===== src/rtl/riscv_io_shell.sv =====
// Top-level I/O shell: reset conditioning, UART receiver feeding a byte FIFO that is
// echoed back out by a UART transmitter, and two status LEDs.
module riscv_io_shell #(
    parameter int SIM             = 0,
    parameter int SYS_CLK_FREQ    = 100000000,
    parameter int BAUD_RATE       = 115200,
    parameter int SIM_BAUD_DIV    = 8,
    parameter int FIFO_DEPTH_LOG2 = 4
) (
    input  logic       EXCLK,
    input  logic       btnC,
    input  logic       Rx,
    output logic       Tx,
    output logic [1:0] led
);
    localparam int DIV   = (SIM != 0) ? SIM_BAUD_DIV : SYS_CLK_FREQ / BAUD_RATE;
    localparam int HALF  = DIV / 2;
    localparam int CW    = $clog2(DIV + 1);
    localparam int AW    = FIFO_DEPTH_LOG2;
    localparam int DEPTH = 1 << AW;
    localparam logic [CW-1:0] DIV_M1  = CW'(DIV - 1);
    localparam logic [CW-1:0] HALF_M1 = CW'(HALF - 1);

    typedef enum logic [1:0] {S_IDLE, S_START, S_DATA, S_STOP} state_t;

    // Reset asserts asynchronously, releases two edges after btnC rises.
    logic [1:0] rst_sync_q;
    logic       rst_n;
    always_ff @(posedge EXCLK or negedge btnC) begin
        if (!btnC) rst_sync_q <= 2'b00;
        else       rst_sync_q <= {rst_sync_q[0], 1'b1};
    end
    assign rst_n = rst_sync_q[1];

    logic [1:0] rx_sync_q;
    logic       rx_s;
    always_ff @(posedge EXCLK or negedge rst_n) begin
        if (!rst_n) rx_sync_q <= 2'b11;
        else        rx_sync_q <= {rx_sync_q[0], Rx};
    end
    assign rx_s = rx_sync_q[1];

    // ---------------- receiver ----------------
    state_t          rx_state_q, rx_state_d;
    logic [CW-1:0]   rx_cnt_q, rx_cnt_d;
    logic [2:0]      rx_bit_q, rx_bit_d;
    logic [7:0]      rx_shift_q, rx_shift_d;
    logic            push_q, push_d;
    logic            frame_err;

    always_comb begin
        rx_state_d = rx_state_q;
        rx_cnt_d   = rx_cnt_q;
        rx_bit_d   = rx_bit_q;
        rx_shift_d = rx_shift_q;
        push_d     = 1'b0;
        frame_err  = 1'b0;
        unique case (rx_state_q)
            S_IDLE: if (!rx_s) begin
                rx_state_d = S_START;
                rx_cnt_d   = '0;
            end
            S_START: if (rx_cnt_q == HALF_M1) begin
                rx_cnt_d   = '0;
                rx_bit_d   = '0;
                rx_state_d = rx_s ? S_IDLE : S_DATA;
            end else rx_cnt_d = rx_cnt_q + 1'b1;
            S_DATA: if (rx_cnt_q == DIV_M1) begin
                rx_cnt_d   = '0;
                rx_shift_d = {rx_s, rx_shift_q[7:1]};
                if (rx_bit_q == 3'd7) rx_state_d = S_STOP;
                else                  rx_bit_d   = rx_bit_q + 1'b1;
            end else rx_cnt_d = rx_cnt_q + 1'b1;
            S_STOP: if (rx_cnt_q == DIV_M1) begin
                rx_state_d = S_IDLE;
                push_d     = rx_s;
                frame_err  = !rx_s;
            end else rx_cnt_d = rx_cnt_q + 1'b1;
            default: rx_state_d = S_IDLE;
        endcase
    end

    always_ff @(posedge EXCLK or negedge rst_n) begin
        if (!rst_n) begin
            rx_state_q <= S_IDLE;
            rx_cnt_q   <= '0;
            rx_bit_q   <= '0;
            rx_shift_q <= '0;
            push_q     <= 1'b0;
        end else begin
            rx_state_q <= rx_state_d;
            rx_cnt_q   <= rx_cnt_d;
            rx_bit_q   <= rx_bit_d;
            rx_shift_q <= rx_shift_d;
            push_q     <= push_d;
        end
    end

    // ---------------- FIFO ----------------
    logic [7:0]  mem [DEPTH];
    logic [AW:0] wr_ptr_q, rd_ptr_q;
    logic        empty, full, do_push, ovf, tx_go;

    assign empty   = (wr_ptr_q == rd_ptr_q);
    assign full    = (wr_ptr_q[AW] != rd_ptr_q[AW]) && (wr_ptr_q[AW-1:0] == rd_ptr_q[AW-1:0]);
    assign do_push = push_q && !full;
    assign ovf     = push_q && full;

    always_ff @(posedge EXCLK) begin
        if (do_push) mem[wr_ptr_q[AW-1:0]] <= rx_shift_q;
    end

    // ---------------- transmitter ----------------
    state_t        tx_state_q, tx_state_d;
    logic [CW-1:0] tx_cnt_q, tx_cnt_d;
    logic [2:0]    tx_bit_q, tx_bit_d;
    logic [7:0]    tx_shift_q, tx_shift_d;
    logic          tx_q, tx_d;

    assign tx_go = (tx_state_q == S_IDLE) && !empty;

    always_comb begin
        tx_state_d = tx_state_q;
        tx_cnt_d   = tx_cnt_q;
        tx_bit_d   = tx_bit_q;
        tx_shift_d = tx_shift_q;
        tx_d       = tx_q;
        unique case (tx_state_q)
            S_IDLE: if (tx_go) begin
                tx_state_d = S_START;
                tx_cnt_d   = '0;
                tx_shift_d = mem[rd_ptr_q[AW-1:0]];
                tx_d       = 1'b0;
            end
            S_START: if (tx_cnt_q == DIV_M1) begin
                tx_cnt_d   = '0;
                tx_bit_d   = '0;
                tx_d       = tx_shift_q[0];
                tx_shift_d = {1'b0, tx_shift_q[7:1]};
                tx_state_d = S_DATA;
            end else tx_cnt_d = tx_cnt_q + 1'b1;
            S_DATA: if (tx_cnt_q == DIV_M1) begin
                tx_cnt_d = '0;
                if (tx_bit_q == 3'd7) begin
                    tx_d       = 1'b1;
                    tx_state_d = S_STOP;
                end else begin
                    tx_d       = tx_shift_q[0];
                    tx_shift_d = {1'b0, tx_shift_q[7:1]};
                    tx_bit_d   = tx_bit_q + 1'b1;
                end
            end else tx_cnt_d = tx_cnt_q + 1'b1;
            S_STOP: if (tx_cnt_q == DIV_M1) tx_state_d = S_IDLE;
                    else                    tx_cnt_d   = tx_cnt_q + 1'b1;
            default: tx_state_d = S_IDLE;
        endcase
    end

    logic led0_q, led1_q;
    always_ff @(posedge EXCLK or negedge rst_n) begin
        if (!rst_n) begin
            tx_state_q <= S_IDLE;
            tx_cnt_q   <= '0;
            tx_bit_q   <= '0;
            tx_shift_q <= '0;
            tx_q       <= 1'b1;
            wr_ptr_q   <= '0;
            rd_ptr_q   <= '0;
            led0_q     <= 1'b0;
            led1_q     <= 1'b0;
        end else begin
            tx_state_q <= tx_state_d;
            tx_cnt_q   <= tx_cnt_d;
            tx_bit_q   <= tx_bit_d;
            tx_shift_q <= tx_shift_d;
            tx_q       <= tx_d;
            wr_ptr_q   <= wr_ptr_q + (AW+1)'(do_push);
            rd_ptr_q   <= rd_ptr_q + (AW+1)'(tx_go);
            led0_q     <= led0_q ^ do_push;
            led1_q     <= led1_q | frame_err | ovf;
        end
    end

    assign Tx  = tx_q;
    assign led = {led1_q, led0_q};
endmodule


===== config.mk =====
export PLATFORM = sky130hd
export DESIGN_NAME = riscv_io_shell
export DESIGN_NICKNAME = d
export VERILOG_FILES = /design/src/rtl/riscv_io_shell.sv
export SDC_FILE = /design/constraint.sdc
export NUM_CORES = 1
export LEC_CHECK = 0
export BUFFER_PORTS_ARGS = -buffer_cell sky130_fd_sc_hd__buf_2
export CAP_MARGIN = 20
export CORE_ASPECT_RATIO = 0.5
export CORE_MARGIN = 2
export CORE_UTILIZATION = 40
export CTS_CLUSTER_SIZE = 8
export DETAILED_ROUTE_END_ITERATION = 8
export PLACE_DENSITY = 0.59
export SKIP_CTS_REPAIR_TIMING = 1
export SYNTH_ARGS = -nofsm -noshare
export SYNTH_HDL_FRONTEND = slang
export SYNTH_SLANG_ARGS = --single-unit

===== constraint.sdc =====
create_clock -name EXCLK -period 2.6 [get_ports EXCLK]
set_clock_uncertainty 0.05 [all_clocks]
set_input_delay 0.52 -clock EXCLK [delete_from_list [all_inputs] [get_ports EXCLK]]
set_output_delay 0.52 -clock EXCLK [all_outputs]
set_load 0.05 [all_outputs]

Word-level counts from Yosys, hierarchy flattened
Memory sizes are Yosys's and may differ from the RTL's.
Index checks and enable logic that the tools add are counted.
{ "word_totals": {"regBits": 64, "mem_bits_rw": 128, "mem_count": 1, "in_bits": 3, "output_inout_bits": 3} }
{ "mem_list": {"columns": ["memory", "words", "width", "rd", "rd_ports_with_merged_regs", "wr", "line", "text"], "rows": [
  ["mem", 16, 8, 1, 0, 1, "100", "logic [7:0] mem [DEPTH];"]
]} }
{ "op_classes": {"n_reduce_logical": 22, "n_eq_ne": 28, "bitwise": 3, "muxes": 46, "add_sub_neg": 6} }
{ "op_table": {"columns": ["op", "count"], "rows": [
  ["$mux W10", 7],
  ["$pmux W10 S4", 1],
  ["$mux W8", 4],
  ["$pmux W10 S3", 1],
  ["$ne A2 B2 Y1 const B", 14],
  ["$pmux W8 S3", 1],
  ["$mux W2", 11],
  ["$add A10 B1 Y10 const B", 2],
  ["$eq A10 B10 Y1 const B", 2],
  ["$mux W3", 6],
  ["$pmux W2 S4", 2],
  ["$reduce_and A5 Y1", 3],
  ["$pmux W3 S2", 2],
  ["$reduce_and A4 Y1", 3],
  ["$add A5 B1 Y5", 2],
  ["$eq A10 B9 Y1 const B", 1],
  ["$mux W1", 10],
  ["$eq A2 B2 Y1 const B", 4],
  ["$add A3 B1 Y3 const B", 2],
  ["$eq A3 B3 Y1 const B", 2],
  ["$reduce_and A2 Y1", 3],
  ["$eq A5 B5 Y1", 1],
  ["$eq A2 B1 Y1 const B", 2],
  ["$eq A4 B4 Y1", 1],
  ["10 further kinds", 18]
]} }

Longest topological paths before layout
{ "logic_depth": {"word_depth": 6, "depth_mapped": 9, "depth_no_buf": 8} }

Least setup slack after synthesis
Ideal clock, no wire load.
{ "synth_path": {"kind": "register to register", "start": "register rd_ptr_q[1]", "end": "memory mem[0][0], enable pin", "synth_period_minus_slack_ns": 2.364, "setup_time_ns": 0.383, "setup_slack_ns": 0.236, "required_time_ns": 2.167, "t_arrival_ns": 1.931, "path_stages_with_launch": 7, "path_cell_list": "dfrtp_1 > buf_4 > xnor2_1 > nand4_1 > o21ai_0 > or3_1 > nor3_1"} }
{ "synth_via": {"elab_chain_cells": 6} }
{ "synth_rtl": {"columns": ["item", "line", "text"], "rows": [
  ["start: declaration", "101", "logic [AW:0] wr_ptr_q, rd_ptr_q;"],
  ["start signal: assignment", "178", "rd_ptr_q <= rd_ptr_q + (AW+1)'(tx_go);"],
  ["$eq A4 B4 Y1", "105", "assign full = (wr_ptr_q[AW] != rd_ptr_q[AW]) && (wr_ptr_q[AW-1:0] == rd_ptr_q[AW-1:0]);"],
  ["$logic_and A1 B1 Y1", "105", null],
  ["$logic_not A1 Y1", "106", "assign do_push = push_q && !full;"],
  ["$logic_and A1 B1 Y1", "106", null],
  ["$mux W1", "110", "if (do_push) mem[wr_ptr_q[AW-1:0]] <= rx_shift_q;"],
  ["$mux W1 (not written as such)", "110", null],
  ["end: declaration", "100", null]
]} }
Every way passes these cells.

Worst setup path in the final report
{ "layout_path": {"start": "register tx_bit_q[0]", "end": "register tx_shift_q[5]"} }
{ "layout_via": {"elab_chain_cells": 3} }
{ "layout_rtl": {"columns": ["item", "line", "text"], "rows": [
  ["start: declaration", "116", "logic [2:0] tx_bit_q, tx_bit_d;"],
  ["start signal: assignment", "174", "tx_bit_q <= tx_bit_d;"],
  ["$eq A3 B3 Y1", "144", "if (tx_bit_q == 3'd7) begin"],
  ["$ne A2 B2 Y1 (no source line)", null, null],
  ["$reduce_and A5 Y1 (no source line)", null, null],
  ["end signal: assignment", "175", "tx_shift_q <= tx_shift_d;"],
  ["end: declaration", "117", "logic [7:0] tx_shift_q, tx_shift_d;"]
]} }
Every way passes these cells.
A chain may end at the register's enable or synchronous reset.

==> metrics.md <==
| Metric | Value |
|---|---|
| Status | `complete, no violations` |
| Clock transition at path regs | `70 ps` |
| Synth Instances | `573` |
| Async set-reset flop share out of synthesis | `0.333` |
| Leakage power | `3.10 nW` |
| Vias per cell | `5.28` |
| Largest net degree at the start of global routing | `63` |
| I/O pin cnt | `6` |
| 1st-pass router iterations | `4` |
| Initial Utilization | `0.406` |
| Post-synth EDFFs | `roughly 130` |
| Clock latency on the worst-skew pair | `430 ps` |
| Crit path time final | `2280 ps` |
| Synth warn | `0` |
| PD cells | `659 nW/um2` |
| Synth area leaders | `edfxtp_1 46%, dfrtp_1 18%, mux2i_1 5.4%` |
| Share of layout cells above drive strength 1 | `0.165` |
| Vias in the first global route | `4786` |
| Fin crit share | `0.877` |
| Row cnt | `37` |
| Final setup fails | `0` |
| Yosys top cell by area | `edfxtp_1` |
| Synthesized Nets | `around 590` |
| Worst path bufs/invs | `0` |
| Post-route DRC | `0` |
| CTS Sinks | `192` |
| CTS tree | `done` |
| Slew headroom | `0.422` |
| Delay-heaviest family, CP | `simple AND/OR/NAND/NOR gates` |
| Core ar. | `20400 um2` |
| Routed Antenna Nets | `0` |
| Register area share after synthesis | `0.657` |
| Commonest cells in the netlist | `128 x edfxtp_1, 61 x dfrtp_1, 45 x mux2i_1` |
| Maxcap violations | `0` |
| Total wire length | `16000 um` |
| Netlist Area Pre-Place | `8290 um2` |
| Critical Path Fanout Max | `9` |
| Setup ws final | `321 ps` |
| Slew @ Worst Pin | `863 ps` |
| Die Y | `106 um` |
| Startpoint Class | `register` |
| Data arrival, critical path | `2540 ps` |
| Crit-path slowest cell | `dfrtp_1` |
| Diodes inserted | `0` |
| Worst reg2reg path depth | `6` |
| Top-count cell post-synth | `edfxtp_1` |
| WP data required | `2860 ps` |
| Critical path class | `reg2reg` |
| Max Freq | `439 MHz` |
| Peak VDD IR | `roughly 0.00037 V` |
| Clock Path Buffers | `2` |
| Dominant synthesized flop cell | `edfxtp_1` |
| Wire per inst | `18.2 um` |
| Initial antenna violation count | `0` |
| Vias | `4638` |
| Slowest cell delay on critical path | `410 ps` |
| Cell Chain, Critical Path | `ha_1 > ha_1 > nor4_1 > nor3_1 > nor3_4 > mux2_2` |
| HPWL after DPL | `10300 um` |
| Total routing usage reported by global routing | `0.157` |
| Share of the synthesized area in the top cell type | `0.464` |
| Total clock buffers created by CTS | `17` |
| Clock Tree Root | `clkbuf_16` |
| Congestion Overflow GR | `0` |
| Pre-CTS setup slack | `301 ps` |
| Die X-Extent | `between 200 and 250 um` |
| Final Hold Viols | `0` |
| H-tree lvl count | `4` |
| Power Total | `6.13 mW` |
| First-pass GRT wire length | `26100 um` |
| Pins Over Slew Limit | `0` |
| Post-synthesis to final-layout area growth | `12.1%` |
| Setup TNS | `0 ps` |
| Unrepaired setup endpoints after global routing | `no` |
| Placer Congestion | `about 0.78` |
| Top cell by count, worst path | `ha_1` |
| CP endpoint kind | `register` |
| Hold Crit Class | `in2reg` |
| # nets final | `611` |
| DR iter-0 viols | `between 300 and 400` |
| Synthesis-stage register bit count | `approximately 190` |
| Number of port buffers | `5` |
| Syn_area_per_cell | `around 14 um2` |
| Netlist cell types | `59` |
| Hold Path Depth | `1` |
| Die area | `~22000 um2` |
| Total number of cells along the worst setup path | `6` |
## sequential cells by signal, indices dropped and copies added (netlist names), 3 cells and up, named ones only
name	flops
mem	128
rx_cnt_q	10
tx_cnt_q	10
rx_shift_q	8
tx_shift_q	8
rd_ptr_q	5
wr_ptr_q	5
rx_bit_q	3
tx_bit_q	3
## worst reg2reg max path, stage by stage (launching register included)
cell and delay (ps):
dfrtp_1 410, ha_1 210, ha_1 280, nor4_1 310, nor3_1 110, nor3_4 400
mux2_2 400
## cell usage in the layout, fill, tap and decap left out, drive strengths merged, types with 9 or more instances in the layout
master  count
a21oi      12
ha         16
mux2       18
o22ai      10
nand3      19
dfrtp      61
nor2b      13
mux4       10
xnor2      12
nand2      28
nor2       36
inv        16
buf        26
mux2i      45
edfxtp    128
clkbuf     18
o21ai      24
nor3        9
## path summary, 6_finish.rpt
check | from | end | slack (ps)
setup / recovery | tx_bit_q[0] | tx_shift_q[5] | 320
hold / removal | Rx | rx_sync_q[0] | 130
setup reg to reg | tx_bit_q[0] | tx_shift_q[5] | 320
hold reg to reg | rst_sync_q[1] | rx_cnt_q[9] | 230
max in group asynchronous | rst_sync_q[1] | Tx | 1960
min in group asynchronous | rst_sync_q[1] | rx_cnt_q[9] | 230
## power by group
group	leakage, nW	internal [mW]	switching [mW]
clock	0.287	1.44	1.17
sequential	1.74	3.29	0.0864
combinational	1.07	0.0740	0.0786
## per-stage QoR
| stage | instances | instance area, um2 | util | hold slack [ps] |
|---|---|---|---|---|
| after global placement | 845 | 8690 | 0.426 | 244 |
| after CTS | 877 | 9280 | 0.454 | -211 |
| final | 878 | 9290 | 0.455 | 134 |
| after global routing | 878 | 9290 | 0.455 | 116 |
| after detailed placement | 845 | 8690 | 0.426 | 247 |
| after floorplan | 573 | 8290 | - | 174 |
## cells by family after synthesis
logic type / synth area share
fa+ha+maj: 0.0241
other cells: 0.000452
simple gates: 0.0964
compound gates: 0.0733
buf+inv: 0.0223
xor+xnor: 0.0201
flops: 0.657
mux: 0.106
## area by class of cell
class | count | area (um2)
Clock buffer | 18 | 429
Sequential cell | 192 | 5450
Clock inverter | 14 | 153
Multi-Input combinational cell | 344 | 2660
Tap cell | 273 | 342
Fill cell | 1761 | 11100
Inverter | 10 | 37.5
Timing Repair Buffer | 27 | 218
## metal layers
metal,vias up,share of wire,GRT usage
li1,2207,-,-
met3,16,0.043,0.0381
met4,0,0.016,0.0459
met1,2330,0.48,0.215
met2,85,0.46,0.248
met5,-,0,0
No activity file was read; power rests on OpenSTA's default activity.
